### config.mk
export PLATFORM = sky130hd
export DESIGN_NAME = alu_issue_unit
export DESIGN_NICKNAME = d
export VERILOG_FILES = /design/src/rtl/alu_pkg.sv /design/src/rtl/alu_regfile.sv /design/src/rtl/alu_issue_unit.sv
export SDC_FILE = /design/constraint.sdc
export NUM_CORES = 2
export LEC_CHECK = 0
export CAP_MARGIN = 20
export CELL_PAD_IN_SITES_DETAIL_PLACEMENT = 0
export CELL_PAD_IN_SITES_GLOBAL_PLACEMENT = 2
export CORE_MARGIN = 10
export CORE_UTILIZATION = 40
export DETAILED_ROUTE_END_ITERATION = 8
export PLACE_DENSITY_LB_ADDON = 0.1
export SYNTH_ARGS = -nofsm -noshare
export SYNTH_HDL_FRONTEND = slang
export SYNTH_SLANG_ARGS = --single-unit
### constraint.sdc
create_clock -name clk -period 5.6 [get_ports clk]
set_input_delay 1.68 -clock clk [delete_from_list [all_inputs] [get_ports clk]]
set_output_delay 1.68 -clock clk [all_outputs]
set_load 0.01 [all_outputs]
### src/rtl/alu_pkg.sv
// Shared definitions for the ALU issue unit: supported funct codes,
// instruction field positions and the issue FSM state encoding.
`timescale 1ns/1ps
package alu_pkg;

    // Supported R-type function codes
    localparam logic [5:0] FN_SLL = 6'h00;
    localparam logic [5:0] FN_SRL = 6'h02;
    localparam logic [5:0] FN_ADD = 6'h20;
    localparam logic [5:0] FN_SUB = 6'h22;
    localparam logic [5:0] FN_AND = 6'h24;
    localparam logic [5:0] FN_OR  = 6'h25;

    // Instruction field slices
    localparam int OP_HI = 31;
    localparam int OP_LO = 26;
    localparam int RS_HI = 25;
    localparam int RS_LO = 21;
    localparam int RT_HI = 20;
    localparam int RT_LO = 16;
    localparam int RD_HI = 15;
    localparam int RD_LO = 11;
    localparam int SH_HI = 10;
    localparam int SH_LO = 6;
    localparam int FN_HI = 5;
    localparam int FN_LO = 0;

    // Issue FSM states
    typedef enum logic [1:0] {
        ST_IDLE  = 2'd0,
        ST_ISSUE = 2'd1,
        ST_WAIT  = 2'd2,
        ST_WB    = 2'd3
    } state_e;

    // True when the word is an R-type instruction with a funct the ALU handles
    function automatic logic is_supported(input logic [31:0] instr);
        logic [5:0] fn;
        fn = instr[FN_HI:FN_LO];
        return (instr[OP_HI:OP_LO] == 6'h00) &&
               ((fn == FN_SLL) || (fn == FN_SRL) || (fn == FN_ADD) ||
                (fn == FN_SUB) || (fn == FN_AND) || (fn == FN_OR));
    endfunction

endpackage

### src/rtl/alu_regfile.sv
// Register file for the issue unit: two asynchronous operand read ports,
// one asynchronous debug read port, one synchronous write port.
// Register 0 always reads 0 and never accepts writes; reset clears everything.
`timescale 1ns/1ps
module alu_regfile #(
    parameter int NUM_REGS = 32
) (
    input  logic        clk,
    input  logic        rst,
    input  logic [4:0]  rs_addr,
    output logic [31:0] rs_data,
    input  logic [4:0]  rt_addr,
    output logic [31:0] rt_data,
    input  logic [4:0]  dbg_addr,
    output logic [31:0] dbg_data,
    input  logic        we,
    input  logic [4:0]  waddr,
    input  logic [31:0] wdata
);

    logic [31:0] mem_q [NUM_REGS];
    logic [31:0] mem_d [NUM_REGS];

    // Read ports: address 0 and out-of-range addresses return 0
    always_comb begin
        rs_data  = '0;
        rt_data  = '0;
        dbg_data = '0;
        if (rs_addr != 5'd0 && int'(rs_addr) < NUM_REGS) rs_data = mem_q[rs_addr];
        if (rt_addr != 5'd0 && int'(rt_addr) < NUM_REGS) rt_data = mem_q[rt_addr];
        if (dbg_addr != 5'd0 && int'(dbg_addr) < NUM_REGS) dbg_data = mem_q[dbg_addr];
    end

    // Next contents: single write, register 0 protected
    always_comb begin
        mem_d = mem_q;
        if (we && waddr != 5'd0 && int'(waddr) < NUM_REGS) mem_d[waddr] = wdata;
    end

    // Storage with synchronous clear
    always_ff @(posedge clk) begin
        if (rst) begin
            for (int i = 0; i < NUM_REGS; i++) mem_q[i] <= '0;
        end else begin
            mem_q <= mem_d;
        end
    end

endmodule

### src/rtl/alu_issue_unit.sv
// Issue front end for the shared combinational ALU. Accepts one R-type
// instruction at a time, reads operands, waits ALU_LAT cycles for the ALU,
// then writes the result back to rd.
//
// Handshake: a transfer happens on a rising edge where in_valid && in_ready.
// in_ready is high only in IDLE; the source may hold or change in_instr
// freely while in_ready is low, nothing is sampled then.
`timescale 1ns/1ps
module alu_issue_unit
    import alu_pkg::*;
#(
    parameter int ALU_LAT  = 1,
    parameter int NUM_REGS = 32
) (
    input  logic        clk,
    input  logic        rst,
    input  logic        in_valid,
    input  logic [31:0] in_instr,
    output logic        in_ready,
    output logic [31:0] alu_a,
    output logic [31:0] alu_b,
    output logic [4:0]  alu_shamt,
    output logic [5:0]  alu_funct,
    input  logic [31:0] alu_out,
    output logic        wb_valid,
    output logic [4:0]  wb_rd,
    output logic [31:0] wb_data,
    output logic        err,
    input  logic [4:0]  dbg_addr,
    output logic [31:0] dbg_data
);

    localparam int CW = (ALU_LAT > 1) ? $clog2(ALU_LAT) : 1;
    localparam logic [CW-1:0] CNT_LAST = CW'(ALU_LAT - 1);

    state_e        state_q, state_d;
    logic [31:0]   instr_q, instr_d;
    logic [31:0]   alu_a_q, alu_a_d;
    logic [31:0]   alu_b_q, alu_b_d;
    logic [4:0]    alu_shamt_q, alu_shamt_d;
    logic [5:0]    alu_funct_q, alu_funct_d;
    logic [CW-1:0] cnt_q, cnt_d;
    logic [31:0]   result_q, result_d;
    logic          err_q, err_d;

    logic [31:0]   rs_data;
    logic [31:0]   rt_data;
    logic          rf_we;

    // Write-back happens on the edge that ends WB, so dbg_data shows the old
    // value during WB and the new one afterwards.
    assign rf_we = (state_q == ST_WB);

    alu_regfile #(
        .NUM_REGS (NUM_REGS)
    ) u_regfile (
        .clk      (clk),
        .rst      (rst),
        .rs_addr  (instr_q[RS_HI:RS_LO]),
        .rs_data  (rs_data),
        .rt_addr  (instr_q[RT_HI:RT_LO]),
        .rt_data  (rt_data),
        .dbg_addr (dbg_addr),
        .dbg_data (dbg_data),
        .we       (rf_we),
        .waddr    (instr_q[RD_HI:RD_LO]),
        .wdata    (result_q)
    );

    // Next-state and datapath update for the issue FSM
    always_comb begin
        state_d     = state_q;
        instr_d     = instr_q;
        alu_a_d     = alu_a_q;
        alu_b_d     = alu_b_q;
        alu_shamt_d = alu_shamt_q;
        alu_funct_d = alu_funct_q;
        cnt_d       = cnt_q;
        result_d    = result_q;
        err_d       = 1'b0;
        case (state_q)
            ST_IDLE: begin
                if (in_valid) begin
                    if (is_supported(in_instr)) begin
                        instr_d = in_instr;
                        state_d = ST_ISSUE;
                    end else begin
                        err_d = 1'b1;
                    end
                end
            end
            ST_ISSUE: begin
                // Previous write-back has already committed, so no forwarding
                alu_a_d     = rs_data;
                alu_b_d     = rt_data;
                alu_shamt_d = instr_q[SH_HI:SH_LO];
                alu_funct_d = instr_q[FN_HI:FN_LO];
                cnt_d       = '0;
                state_d     = ST_WAIT;
            end
            ST_WAIT: begin
                if (cnt_q == CNT_LAST) begin
                    result_d = alu_out;
                    state_d  = ST_WB;
                end else begin
                    cnt_d = cnt_q + 1'b1;
                end
            end
            ST_WB: begin
                state_d = ST_IDLE;
            end
            default: begin
                state_d = ST_IDLE;
            end
        endcase
    end

    // State and datapath registers with synchronous reset
    always_ff @(posedge clk) begin
        if (rst) begin
            state_q     <= ST_IDLE;
            instr_q     <= '0;
            alu_a_q     <= '0;
            alu_b_q     <= '0;
            alu_shamt_q <= '0;
            alu_funct_q <= '0;
            cnt_q       <= '0;
            result_q    <= '0;
            err_q       <= 1'b0;
        end else begin
            state_q     <= state_d;
            instr_q     <= instr_d;
            alu_a_q     <= alu_a_d;
            alu_b_q     <= alu_b_d;
            alu_shamt_q <= alu_shamt_d;
            alu_funct_q <= alu_funct_d;
            cnt_q       <= cnt_d;
            result_q    <= result_d;
            err_q       <= err_d;
        end
    end

    assign in_ready  = (state_q == ST_IDLE);
    assign alu_a     = alu_a_q;
    assign alu_b     = alu_b_q;
    assign alu_shamt = alu_shamt_q;
    assign alu_funct = alu_funct_q;
    assign wb_valid  = (state_q == ST_WB);
    assign wb_rd     = instr_q[RD_HI:RD_LO];
    assign wb_data   = result_q;
    assign err       = err_q;

endmodule
Word level (Yosys, flattened, before mapping)
Index checks and enable logic that the tools add are counted.

Bits in latches: 0. Bits in registers: 1161. Memory bits (writable): 0. Logic and storage cells: 107. Input port bits: 72. Output and inout bits: 147. Memory bits (read-only): 0. Memories: 0.

Bitwise operators: 7. Add/subtract/negate cells: 1. Multiplexer cells: 22. Multiply operators: 0. Shift operators: 0. $lt $le $gt $ge: 5. Equality and inequality tests: 11. Div/mod/pow operators: 0. Reductions and logical operators: 20.

Operators by type and width (number): $bwmux 1024 (1); $bmux 32 s5 (3); $mux 32 (10); $demux 32 s5 (1); $eq 6x6->1 const B (4); $ge 6x6->1 const B (4); $not 5->6 (4); $reduce_bool 5->1 (4); $logic_not 6->1 (2); $pmux 2 s4 (1); $eq 6x2->1 const B (1); $lt 6x1->1 const B (1); $mux 2 (3); $reduce_and 3->1 (2); $logic_or 1x1->1 (5); $eq 2x2->1 const B (2); $ne 2x2->1 const B (2); $logic_and 1x1->1 (3); $not 1->1 (3); $reduce_or 3->1 (1); $eq 2x1->1 const B (1); $logic_not 2->1 (1); $mux 1 (2); $ne 2x1->1 const B (1); other kinds (4) (4).

Logic depth before layout (Yosys ltp)
Depth after elaboration: 10. Mapped depth: 9. Depth with buffers taken out: 6.

Modules after synthesis
Synthesis repeated with hierarchy kept, for this count alone.

Cell total of the unflattened synthesis: 6999. Area total of the unflattened synthesis: 65678.0 um2.

By module, submodules not included: alu_regfile (instances 1, area each 60550.6 um2, cells an instance 6515, seq. area each 20499.7 um2); alu_issue_unit (instances 1, area each 5127.4 um2, cells an instance 484, seq. area each 2722.6 um2).

Least setup slack after synthesis
Ideal clock, no wire load.

Path kind: input port to output port. Start: input dbg_addr[0]. End: output dbg_data[21]. Stages on the path: 8. Arrival: 3.410 ns. Data required time: 3.920 ns. Setup slack: 0.510 ns. Buffers on the path: 4. Cell sequence: buf_2 -> buf_6 -> buf_4 -> buf_2 -> mux4_2 -> mux2i_1 -> mux2i_1 -> o211a_1.

Longest elaborated chain between the ends: 5. Elaborated cells between the ends (all ways): 6. Classes of those cells: 4 x mux; 1 x bitwise; 1 x reduce/logical.

RTL lines: start, declared (RTL line alu_issue_unit.sv:29) `input logic [4:0] dbg_addr,`; $not 5->6 (not written as such) (RTL line alu_regfile.sv:31) `if (dbg_addr != 5'd0 && int'(dbg_addr) < NUM_REGS) dbg_data = mem_q[dbg_addr];`; $bmux 32 s5 (RTL line alu_regfile.sv:31); $mux 32 (not written as such) (2 in series) (RTL line alu_regfile.sv:31); $mux 32 (*) (RTL line alu_regfile.sv:31); end, declared (RTL line alu_issue_unit.sv:30) `output logic [31:0] dbg_data`.

Every way passes the cells marked *; elsewhere a longest branch is shown, timed or not. The select of a mux whose other input is x is not followed.

Final worst setup path
Start: input dbg_addr[1]. End: output dbg_data[11].

Same word-level chain as after synthesis.

==> metrics <==
drt initial violations=about 8.2k; drt wl/cell=37.0 µm; clock buffer depth=3; Initial Utilization=40.3%; #FFs+latches synth=1160; largest net degree at the start of global routing=187; syn nets=6739; Max Cap Viol=0; most frequent cells in the layout=nand2_1 (2055), dfxtp_1 (1151), a21oi_1 (999); vias in the first global route=54.9k; final worst-path cycle share=99.9%; CP max stage delay=0.49 ns; DIE WIDTH=420 µm; clk sinks=about 1.2k; Die Area=between 150000 and 200000 µm²; gr ovfl total=0; commonest non-fill, non-tap cell in the layout=nand2_1; startpoint types=input port; CTS tree=yes; hold crit path type=flip-flop to flip-flop; status=complete, no violations; P per Cell Area=256 nW/µm²; register area share after synthesis=36.3%; Routed WL=328000 µm; syn avg cell area=9.59 µm²; worst slack at placement=-0.611 ns; Detailed Place HPWL=200000 µm; I/O pin count=about 220; Port Buffers=~220; Leak=between 20 and 25 nW; Fin. Hold Viols=0; crit path DAT=about 4 ns; cell area after synthesis=63900 µm²; Finished Cell Area=74600 µm²; library cells used by synthesis=51; Overall Global Routing Usage=36.2%; synthesis-to-layout area growth=16.7%; cts hold-fix bufs=0; Critical Path RT=3.92 ns; first-pass GRT wire length=452000 µm; critical path class=input port to output port; CP Max Fanout=15; post-route minimum period=5.59 ns; FILL cells=14.7k; final slew viol count=0; skew final=about 0.027 ns; Async SR Flop Fraction=0%; Crit-path slowest cell=mux4_2; Reg clk slew, reported paths=0.06 ns; area of the core=159000 µm²; Pre-antenna DRT Iters=6; Skew-Pair Late Insertion Delay=0.79 ns; Crit. End Element=output port; Final Setup Violations=0; unrepaired setup endpoints after global routing=no; initial antenna violation count=16; # nets final=around 6.7k; Clock Tree Root=clkbuf_16; Cell Chain, Critical Path=buf_8 > bufbuf_16 > mux4_2 > mux4_2 > mux2i_2 > buf_4 > nor2_1 > dlygate4sd2_1; layout cell share with drive strength beyond 1=23.7%; Syn Inst Count=6663; routed vias=slightly below 60k; H-tree levels=4; setup slack after layout=0.00802 ns; TNS Setup=0 ns; Post-synth EDFFs=0; number of CTS-inserted buffers=144; Most Frequent Cell on Critical Path=mux4_2; via density per instance=6.57; # rows=146; DRT antenna net count=0; Synth Warn #=0; VDD IR max=0.294 mV; ys flop type=dfxtp_1; DRC Markers=0; metal2 WL=145000 µm; worst-margin pin slew=1.26 ns; Placer Congestion=between 0.9 and 1; DR WL met3=between 30000 and 40000 µm; worst rel slew slack=16.0%; Fmax=0.179 GHz; Die H=420 µm; met1 WL=125000 µm; top sig layer=met5; placed cell areas=a little under 70000 µm²
## routing by layer
| metal | vias up | GRT usage, % |
|---|---|---|
| li1 | 23982 | - |
| met1 | 29450 | 46.7 |
| met2 | 3893 | 54.9 |
| met3 | 823 | 10.1 |
| met4 | 14 | 19.4 |
| met5 | - | 0 |
## path summary, 6_finish.rpt
kind               startpoint           end  slack, ns  depth (start not counted)
hold reg to reg     alu_b[29]     alu_b[29]       0.47                          2
setup / recovery  dbg_addr[1]  dbg_data[11]      0.008                          8
hold / removal      alu_b[29]     alu_b[29]       0.47                          2
setup reg to reg  instr_q[17]     alu_b[26]       1.98                          6
## state kept, by name (all words and copies together) (netlist names)
signal	flops
alu_a	32
alu_b	32
alu_funct	6
alu_shamt	5
err	1
instr_q	26
state_q	2
u_regfile.mem_q	1024
wb_data	32
## worst max-delay path, delay by kind of cell
family                 cells  cell delay, ns
buffers and inverters      4            1.07
muxes                      3            1.06
and+or+nand+nor            1            0.05
## metrics by stage
step	std cells	total power [W]	util (%)	hold WS, ns
2_1_floorplan	6663	0.00887	-	0.452
3_3_place_gp	8561	0.00928	43.6	0.462
3_5_place_dp	8563	0.00928	43.6	0.445
4_1_cts	8849	0.0191	47.0	0.463
5_1_grt	8853	0.0195	47.0	0.491
6_report	8856	0.0191	47.0	0.466
## repair_timing
action,4_1_cts,5_1_grt
gates cloned,7,0
endpoints found under the setup margin,32,8
resized for setup,81,6
setup buffers,16,3
pin swaps,1,0
## cell type report
| cell class | count | area, µm² | area share (%) |
|---|---|---|---|
| multi-input combinational | 4761 | 38000 | 51.0 |
| sequential | 1160 | 23300 | 31.2 |
| timing repair buffer | 560 | 5620 | 7.54 |
| clock buffer | 213 | 4380 | 5.87 |
| tap | 2072 | 2590 | 3.48 |
| clock inverter | 50 | 558 | 0.748 |
| inverter | 37 | 139 | 0.186 |
| antenna | 3 | 7.51 | 0.0101 |
## kinds of logic (layout without fill, tap and decap cells)
family | after synthesis | count (layout) | share of synthesized area [%]
and+or+nand+nor | 2340 | 2340 | 14.3
AOI/OAI and AO/OA | 1296 | 1296 | 11.5
DFF | 1160 | 1160 | 36.3
muxes | 1121 | 1121 | 32.9
buffers and inverters | 742 | 860 | 4.88
adders and majority gates | 4 | 4 | 0.0783
other | 0 | 3 | 0
## cells in the mapped netlist, drive strengths merged (5+ instances only)
cell,count,share of area [%]
o211a,9,0.14
clkbuf,534,3.1
nor3b,6,0.070
o22ai,48,0.47
mux2,137,2.4
o22a,12,0.16
a221o,7,0.11
or3b,7,0.096
a21oi,999,7.8
and2,10,0.098
a22o,22,0.30
nand3,12,0.094
o2111ai,8,0.11
nor3,14,0.11
o221ai,19,0.26
dfxtp,1160,36
inv,9,0.053
clkinv,28,0.16
nand3b,6,0.070
nand4,12,0.12
nand2,2087,12
buf,171,1.5
o211ai,34,0.40
o31ai,13,0.15
a2111oi,26,0.36
a32o,19,0.30
nor2b,36,0.35
and3,5,0.049
and3b,7,0.096
nor2,127,0.75
a22oi,62,0.73
o21ai,14,0.11
mux2i,214,3.4
mux4,770,27
## power breakdown
group	internal [W]	switching [W]
Sequential	0.00825	0.00000421
Combinational	0.000330	0.000573
Clock	0.00591	0.00402
Power figures use the tool's default switching activity.
